<file path="src/rtl/mult_pkg.sv">
// Shared types and helpers for the sequential shift-add multiplier.
// Used by mult_datapath and seq_mult_n.
package mult_pkg;

  localparam int MAX_W = 16;

  typedef enum logic [1:0] {
    IDLE = 2'b00,
    RUN  = 2'b01,
    FIN  = 2'b10
  } state_t;

  function automatic logic [MAX_W-1:0] abs_w(
    input logic [MAX_W-1:0] x,
    input logic             neg
  );
    return neg ? (~x + 1'b1) : x;
  endfunction

endpackage

</file>
<file path="src/rtl/mult_datapath.sv">
// Shift-add datapath: operand magnitudes, accumulator, final sign fix-up.
// MULT_EARLY_TERM_EN lets RUN end once no multiplier bits remain.
module mult_datapath
  import mult_pkg::*;
#(
  parameter int WIDTH = 4
) (
  input  logic               clk,
  input  logic               rst_n,
  input  logic               load,
  input  logic               step,
  input  logic               finish,
  input  logic               signed_mode,
  input  logic [WIDTH-1:0]   a,
  input  logic [WIDTH-1:0]   b,
  output logic               run_last,
  output logic [2*WIDTH-1:0] product
);

  localparam int CNT_W = $clog2(WIDTH) + 1;
  localparam int PW    = 2 * WIDTH;

  logic             neg_a;
  logic             neg_b;
  logic [WIDTH-1:0] mag_a;
  logic [WIDTH-1:0] mag_b;

  logic [PW-1:0]    mcand;
  logic [WIDTH-1:0] mplier;
  logic [PW-1:0]    acc;
  logic [CNT_W-1:0] cnt;
  logic             sign_r;

  assign neg_a = signed_mode & a[WIDTH-1];
  assign neg_b = signed_mode & b[WIDTH-1];
  assign mag_a = WIDTH'(abs_w(MAX_W'(a), neg_a));
  assign mag_b = WIDTH'(abs_w(MAX_W'(b), neg_b));

`ifdef MULT_EARLY_TERM_EN
  assign run_last = (cnt == CNT_W'(WIDTH-1)) ||
                    (mplier[WIDTH-1:1] == '0);
`else
  assign run_last = (cnt == CNT_W'(WIDTH-1));
`endif

  always_ff @(posedge clk) begin
    if (!rst_n) begin
      mcand   <= '0;
      mplier  <= '0;
      acc     <= '0;
      cnt     <= '0;
      sign_r  <= 1'b0;
      product <= '0;
    end else if (load) begin
      mcand  <= PW'(mag_a);
      mplier <= mag_b;
      acc    <= '0;
      cnt    <= '0;
      sign_r <= neg_a ^ neg_b;
    end else if (step) begin
      if (mplier[0]) acc <= acc + mcand;
      mcand  <= mcand << 1;
      mplier <= mplier >> 1;
      cnt    <= cnt + 1'b1;
    end else if (finish) begin
      // acc already holds the last partial sum here
      product <= sign_r ? -acc : acc;
    end
  end

endmodule

</file>
<file path="src/rtl/seq_mult_n.sv">
// Sequential WIDTH x WIDTH multiplier with start/busy/done handshake.
// Define MULT_EARLY_TERM_EN to shorten RUN for small multipliers.
module seq_mult_n
  import mult_pkg::*;
#(
  parameter int WIDTH = 4
) (
  input  logic               clk,
  input  logic               rst_n,
  input  logic               start,
  input  logic               signed_mode,
  input  logic [WIDTH-1:0]   a,
  input  logic [WIDTH-1:0]   b,
  output logic               busy,
  output logic               done,
  output logic [2*WIDTH-1:0] product
);

  state_t state;
  logic   load;
  logic   step;
  logic   finish;
  logic   run_last;

  assign load   = (state == IDLE) & start;
  assign step   = (state == RUN);
  assign finish = (state == FIN);

  mult_datapath #(
    .WIDTH(WIDTH)
  ) u_dp (
    .clk        (clk),
    .rst_n      (rst_n),
    .load       (load),
    .step       (step),
    .finish     (finish),
    .signed_mode(signed_mode),
    .a          (a),
    .b          (b),
    .run_last   (run_last),
    .product    (product)
  );

  always_ff @(posedge clk) begin
    if (!rst_n) begin
      state <= IDLE;
      busy  <= 1'b0;
      done  <= 1'b0;
    end else begin
      done <= 1'b0;
      unique case (state)
        IDLE: begin
          if (start) begin
            state <= RUN;
            busy  <= 1'b1;
          end
        end
        RUN: begin
          if (run_last) begin
            state <= FIN;
            busy  <= 1'b0;
          end
        end
        FIN: begin
          state <= IDLE;
          done  <= 1'b1;
        end
        default: begin
          state <= IDLE;
          busy  <= 1'b0;
        end
      endcase
    end
  end

endmodule

</file>
<file path="config.mk">
export PLATFORM = sky130hd
export DESIGN_NAME = seq_mult_n
export DESIGN_NICKNAME = d
export VERILOG_FILES = /design/src/rtl/mult_pkg.sv /design/src/rtl/mult_datapath.sv /design/src/rtl/seq_mult_n.sv
export SDC_FILE = /design/constraint.sdc
export NUM_CORES = 1
export LEC_CHECK = 0
export CAP_MARGIN = 20
export CELL_PAD_IN_SITES_DETAIL_PLACEMENT = 0
export CELL_PAD_IN_SITES_GLOBAL_PLACEMENT = 1
export CORE_MARGIN = 5
export CORE_UTILIZATION = 28
export DETAILED_ROUTE_END_ITERATION = 6
export PLACE_DENSITY_LB_ADDON = 0.1
export SETUP_SLACK_MARGIN = 0.1
export SLEW_MARGIN = 20
export SYNTH_ARGS = -nofsm -noshare
export SYNTH_HDL_FRONTEND = slang
export SYNTH_HIERARCHICAL = 1
export SYNTH_SLANG_ARGS = --single-unit
export TNS_END_PERCENT = 100
</file>
<file path="constraint.sdc">
create_clock -name clk -period 3 [get_ports clk]
set_input_delay 0.6 -clock clk [delete_from_list [all_inputs] [get_ports clk]]
set_output_delay 0.6 -clock clk [all_outputs]
set_load 0.05 [all_outputs]
</file>
# Word level (Yosys, flattened, before mapping)
# Cells that the tools add are included.
[totals]
reg_bits = 36
output_inout_bits = 10
[op_classes]
addsub = 5
eq_ne = 5
mux = 14
n_bitwise = 10
n_reduce_logical = 7
[op_table]
columns = ["cell", "n"]
rows = [
  ["4-bit two-way mux", 6],
  ["4-bit by 1-bit adder with 4-bit output (second input constant)", 2],
  ["8-bit adder", 1],
  ["8-bit two-way mux", 1],
  ["8-bit negation", 1],
  ["4-bit inverter", 2],
  ["3-bit AND reduction", 2],
  ["2-bit two-way mux", 2],
  ["1-bit inverter", 4],
  ["2-bit one-hot mux with 2 select lines", 1],
  ["2-bit AND reduction", 2],
  ["3-bit by 1-bit adder with 3-bit output (second input constant)", 1],
  ["1-bit bitwise AND", 3],
  ["3-bit by 2-bit equality test with 1-bit output (second input constant)", 1],
  ["1-bit two-way mux", 3],
  ["1-bit one-hot mux with 3 select lines", 1],
  ["2-bit by 1-bit equality test with 1-bit output (second input constant)", 1],
  ["2-bit equality test (second input constant)", 1],
  ["2-bit logical NOT", 1],
  ["2-bit by 1-bit != test with 1-bit output (second input constant)", 1],
  ["2-bit != test (second input constant)", 1],
  ["2-bit nonzero test", 1],
  ["2-bit OR reduction", 1],
  ["1-bit bitwise XOR", 1],
]

# Longest topological paths before layout
[depth]
word_depth = 4
depth_mapped = 8
mapped_depth_nobuf = 8

# Modules after synthesis
# Netlist, hierarchy kept.
[modules_own_cells]
columns = ["module", "n_inst", "cells_each", "area_per_inst_um2", "seq_area_each_um2"]
rows = [
  ["mult_datapath", 1, 204, 1775.5, 640.6],
  ["seq_mult_n", 1, 17, 165.2, 80.1],
]

# Worst setup path after synthesis
# OpenSTA, ideal clock, no wires.
[synth_timing]
path_type = "flip-flop to flip-flop"
startpoint = "register u_dp.acc[0]"
endpoint = "register u_dp.acc[4]"
arrival_time_ps = 1624
required_ps = 2885
setup_slack_ps = 1261
path_stages_with_launch = 9
synth_period_minus_slack_ps = 1739
cell_sequence = "dfxtp_1 ha_1 inv_1 fa_1 nor2b_1 o21ai_0 a21boi_1 o31ai_1 and2_1"
[synth_via]
elab_chain_len = 1
[synth_rtl]
columns = ["element", "line_no", "rtl"]
rows = [
  ["from (decl)", "mult_datapath.sv:30", "logic [PW-1:0] acc;"],
  ["from (signal assigned)", "mult_datapath.sv:61", "if (mplier[0]) acc <= acc + mcand;"],
  ["8-bit adder", "mult_datapath.sv:61", ""],
]
# Every way passes these cells.
# A chain may end at the register's enable or synchronous reset.

# Worst setup path in the final report
[layout_timing]
startpoint = "register u_dp.product[0]"
endpoint = "output product[0]"
[layout_lines]
columns = ["element", "line_no", "rtl"]
rows = [
  ["from (decl)", "mult_datapath.sv:17", "output logic [2*WIDTH-1:0] product"],
  ["from (signal assigned)", "mult_datapath.sv:67", "product <= sign_r ? -acc : acc;"],
  ["to (decl)", "seq_mult_n.sv:16", "output logic [2*WIDTH-1:0] product"],
]
# No word-level cell between the ends.

==> summary.log <==
[run_status] status completed
[worst_setup_path] required arrival time at the worst endpoint 2.40 ns
[clock_tree] Clock Pin Slew Worst Setup and Hold Paths 0.08 ns
[worst_setup_path] path length in cells of the critical path 1
[global_routing] total global-route track usage 11.3%
[timing] Slew Limit Headroom 66.9%
[synthesis] post-synthesis async set-or-reset flop share 0%
[worst_setup_path] cells on worst reg2reg path 8
[finish] post-route cell area 2330 um2
[synthesis] Post-Synthesis Cells 221
[synthesis] total of warnings raised by yosys 6
[clock_tree] Post-CTS Hold Buffers 0
[worst_setup_path] Startpoint Class register
[finish] share of cells above drive strength 1 7.79%
[placement] Post-DP Area 2220 um2
[synthesis] synthesized net count 246
[worst_setup_path] worst stage delay on the critical path 0.80 ns
[global_routing] first-pass GRT wire length 7800 um
[synthesis] average cell area after synthesis 8.78 um2
[die] Horiz. Die Dim 93.3 um
[worst_setup_path] highest fanout seen on the critical path 2
[worst_setup_path] timing startpoint of the critical path u_dp/product[0]$_SDFFE_PN0P_
[clock_tree] clock sink count 36
[power] Lkg Pwr 0.000852 uW
[power] Peak VDD IR 0.244 mV
[worst_setup_path] Worst Path Arrival 1.43 ns
[global_routing] number of antenna violations at the first check in global routing 0
[timing] actual transition at the worst max-transition pin 0.495 ns
[worst_setup_path] category of the critical setup timing path register to output port
[timing] Period minus WS final 2.03 ns
[finish] Layout area overhead 20.0%
[global_routing] GRT overflow 0
[power] sw power 263 uW
[placement] final RePlAce weighted congestion 0.751
[synthesis] number of register bits inferred by synthesis 36
[placement] # port buffers 21
[worst_setup_path] Reg-to-Reg End u_dp/acc[4]$_SDFFE_PP0P_
[drt] aggregate routed wire length 4460 um
[timing] number of hold-slack violations in the final timing report 0
[clock_tree] CTS root buffer clkbuf_8
[timing] setup tns final 0 ns
[worst_setup_path] worst reg-to-reg setup slack 1.04 ns
[synthesis] Mapped Area 1940 um2
[placement] HPWL after detailed placement 3470 um
[run] max cap viols 0
[drt] number of DRC violations after detailed-routing iteration 0 68
[die] I/O pin cnt 22
[drt] routed vias 1,599
[power] internal power 794 uW
[timing] part of the cycle the worst path needs 67.7%
[worst_setup_path] slowest cell on the critical path clkdlybuf4s50_1
[synthesis] count of unique library cells instantiated by Yosys 47
[clock_tree] Post-CTS Repair Setup Buffers 0
[worst_setup_path] buffer and inverter count on the worst path 1
[synthesis] top flip-flop cell by instance count after synthesis dfxtp_1
[die] starting utilization of the core area 28.7%
[power] part of the total power dissipated in the clock network 40.5%
[global_routing] largest net degree at the start of global routing 21
[global_routing] vias in the first global route 1,596
[drt] routed vias/inst 4.94
[finish] net total in the final layout 268
[clock_tree] Resize count post-CTS 0
[clock_tree] buffer levels on the longest clock path 2
[timing] highest clock rate 492 MHz
[drt] WL/cell 13.8 um
[die] number of core rows 30
[timing] RSZ-0062 raised after global routing false
[die] die boundary height 93.3 um
[power] portion of total power attributed to combinational logic 11.8%
[power] sequential cell fraction of total power 47.7%
[die] die area 8700 um2
[worst_setup_path] Largest delay share family, worst path buffers and inverters
[drt] number of DRC violations after detailed routing 0
[drt] first-pass iteration count of the detailed router 4
[worst_setup_path] end point of the critical path product[0]
[power] total power divided by cell area 454 nW/um2
[worst_setup_path] CP Capture Type output port
[finish] diode count 0
[worst_setup_path] worst reg2reg path startpoint u_dp/acc[0]$_SDFFE_PP0P_
[clock_tree] insertion delay to the later sink of the worst-skew pair 0.29 ns
[worst_setup_path] series of cell instances along the critical path clkdlybuf4s50_1
[timing] Worst Skew 0.00775 ns
[power] fraction of power spent switching nets 24.9%
[timing] number of pins with negative max-slew slack in the final report 0
[die] core area 6760 um2
[drt] antenna-violating nets left 0
[clock_tree] CTS Buf Count 5
[timing] Finish-stage setup viols 0
[hold_path] worst hold path type register to register
[synthesis] count of flip-flops with a built-in enable after synthesis 0
[clock_tree] TritonCTS clock tree built
[clock_tree] H-tree Lvls 2
[synthesis] share of the yosys chip area belonging to registers 37.1%
==> Yosys cell counts, drive strengths merged (3+ instances only) <==
cell type	number	area, um2
dfxtp	36	721
nor2	25	96.4
a211oi	15	118
nand2	15	56.3
ha	12	150
inv	11	41.3
a21oi	10	53.8
mux2i	8	80.1
nor2b	8	52.6
o21ai	8	40.0
buf	6	47.5
nand3	6	35.0
o31ai	6	45.0
xor2	6	52.6
and2	5	31.3
nand2b	5	31.3
a311oi	4	35.0
clkbuf	4	15.0
nor3	3	15.0
xnor2	3	26.3
==> cells by family (layout without fill, tap and decap cells) <==
| logic type | Yosys count | count (layout) | synth area share (%) |
|---|---|---|---|
| AND/OR/NAND/NOR | 76 | 76 | 19.7 |
| multiplexers | 8 | 8 | 4.13 |
| XOR/XNOR | 9 | 9 | 4.06 |
| AO/OA/AOI/OAI | 57 | 57 | 20.6 |
| adder cells (fa/ha/maj) | 13 | 13 | 8.77 |
| buffers and inverters | 22 | 45 | 5.54 |
| flip-flops | 36 | 36 | 37.1 |
==> layout make-up <==
class                      count  area, um2
fill                         719       4430
multi-input combinational    163       1110
clock buffer                   6       72.6
tap                           80        100
timing repair buffer          25        240
inverter                      12       45.0
sequential                    36        721
clock inverter                 2       35.0
==> worst min-delay path by stage <==
stage                                             from                            to  slack, ns  cells after the start
after floorplan            u_dp/mplier[3]$_SDFFE_PN0P_   u_dp/mplier[3]$_SDFFE_PN0P_       0.45                      2
after global placement        u_dp/cnt[2]$_SDFFE_PP0P_      u_dp/cnt[2]$_SDFFE_PP0P_       0.47                      2
after detailed placement   u_dp/mplier[3]$_SDFFE_PN0P_   u_dp/mplier[3]$_SDFFE_PN0P_       0.49                      2
after CTS                     u_dp/cnt[2]$_SDFFE_PP0P_      u_dp/cnt[2]$_SDFFE_PP0P_       0.50                      2
after global routing      u_dp/product[2]$_SDFFE_PN0P_  u_dp/product[2]$_SDFFE_PN0P_       0.53                      2
final                         u_dp/cnt[2]$_SDFFE_PP0P_      u_dp/cnt[2]$_SDFFE_PP0P_       0.49                      2
==> tightest hold or removal path: stages, from the launching register on <==
cell and delay, ns:
dfxtp_1 0.31, nor2_1 0.09, a211oi_1 0.05
==> flip-flops by register name, indices dropped and copies added, names as in the netlist <==
name	flops
u_dp/mplier	4
done	1
u_dp/cnt	3
u_dp/acc	8
u_dp/product	8
busy	1
u_dp/mcand	8
u_dp/sign_r	1
state	2
==> power by group through the flow <==
| stage | clock (uW) | sequential, uW | combinational (uW) |
|---|---|---|---|
| 4_1_cts | 445 | 504 | 127 |
| 5_1_grt | 463 | 507 | 140 |
| 2_1_floorplan | 0 | 516 | 80.2 |
| 3_5_place_dp | 0 | 516 | 127 |
| 3_3_place_gp | 0 | 517 | 126 |
| 6_report | 428 | 504 | 125 |
==> cells in the final DEF (no fill, tap or decap), drive strengths merged, types with 3 or more instances in the layout <==
master	instances
a311oi	4
and2	5
a21oi	10
dfxtp	36
buf	4
nand2	15
inv	11
o31ai	6
xor2	6
clkdlybuf4s50	21
o21ai	8
xnor2	3
clkbuf	6
mux2i	8
a211oi	15
nand3	6
nor2	25
nor3	3
nor2b	8
nand2b	5
ha	12
==> metal layers <==
layer | vias to the layer above | global-route usage [%] | routed length, um
li1 | 837 | - | -
met1 | 727 | 15.0 | 2210
met2 | 30 | 17.9 | 2010
met3 | 5 | 3.22 | 182
met4 | 0 | 3.30 | 53
met5 | - | 0 | 0
==> stage by stage <==
| step | utilization (%) | total power (uW) | hold WS [ns] | instances | setup WS [ns] |
|---|---|---|---|---|---|
| after floorplan | - | 596 | 0.455 | 221 | 1.26 |
| after global placement | 32.9 | 642 | 0.469 | 316 | 0.731 |
| after detailed placement | 32.9 | 642 | 0.485 | 316 | 0.668 |
| after CTS | 34.5 | 1080 | 0.502 | 324 | 0.940 |
| after global routing | 34.5 | 1110 | 0.531 | 324 | 0.828 |
| final | 34.5 | 1060 | 0.494 | 324 | 0.968 |
(Power assumes the default switching activity.)
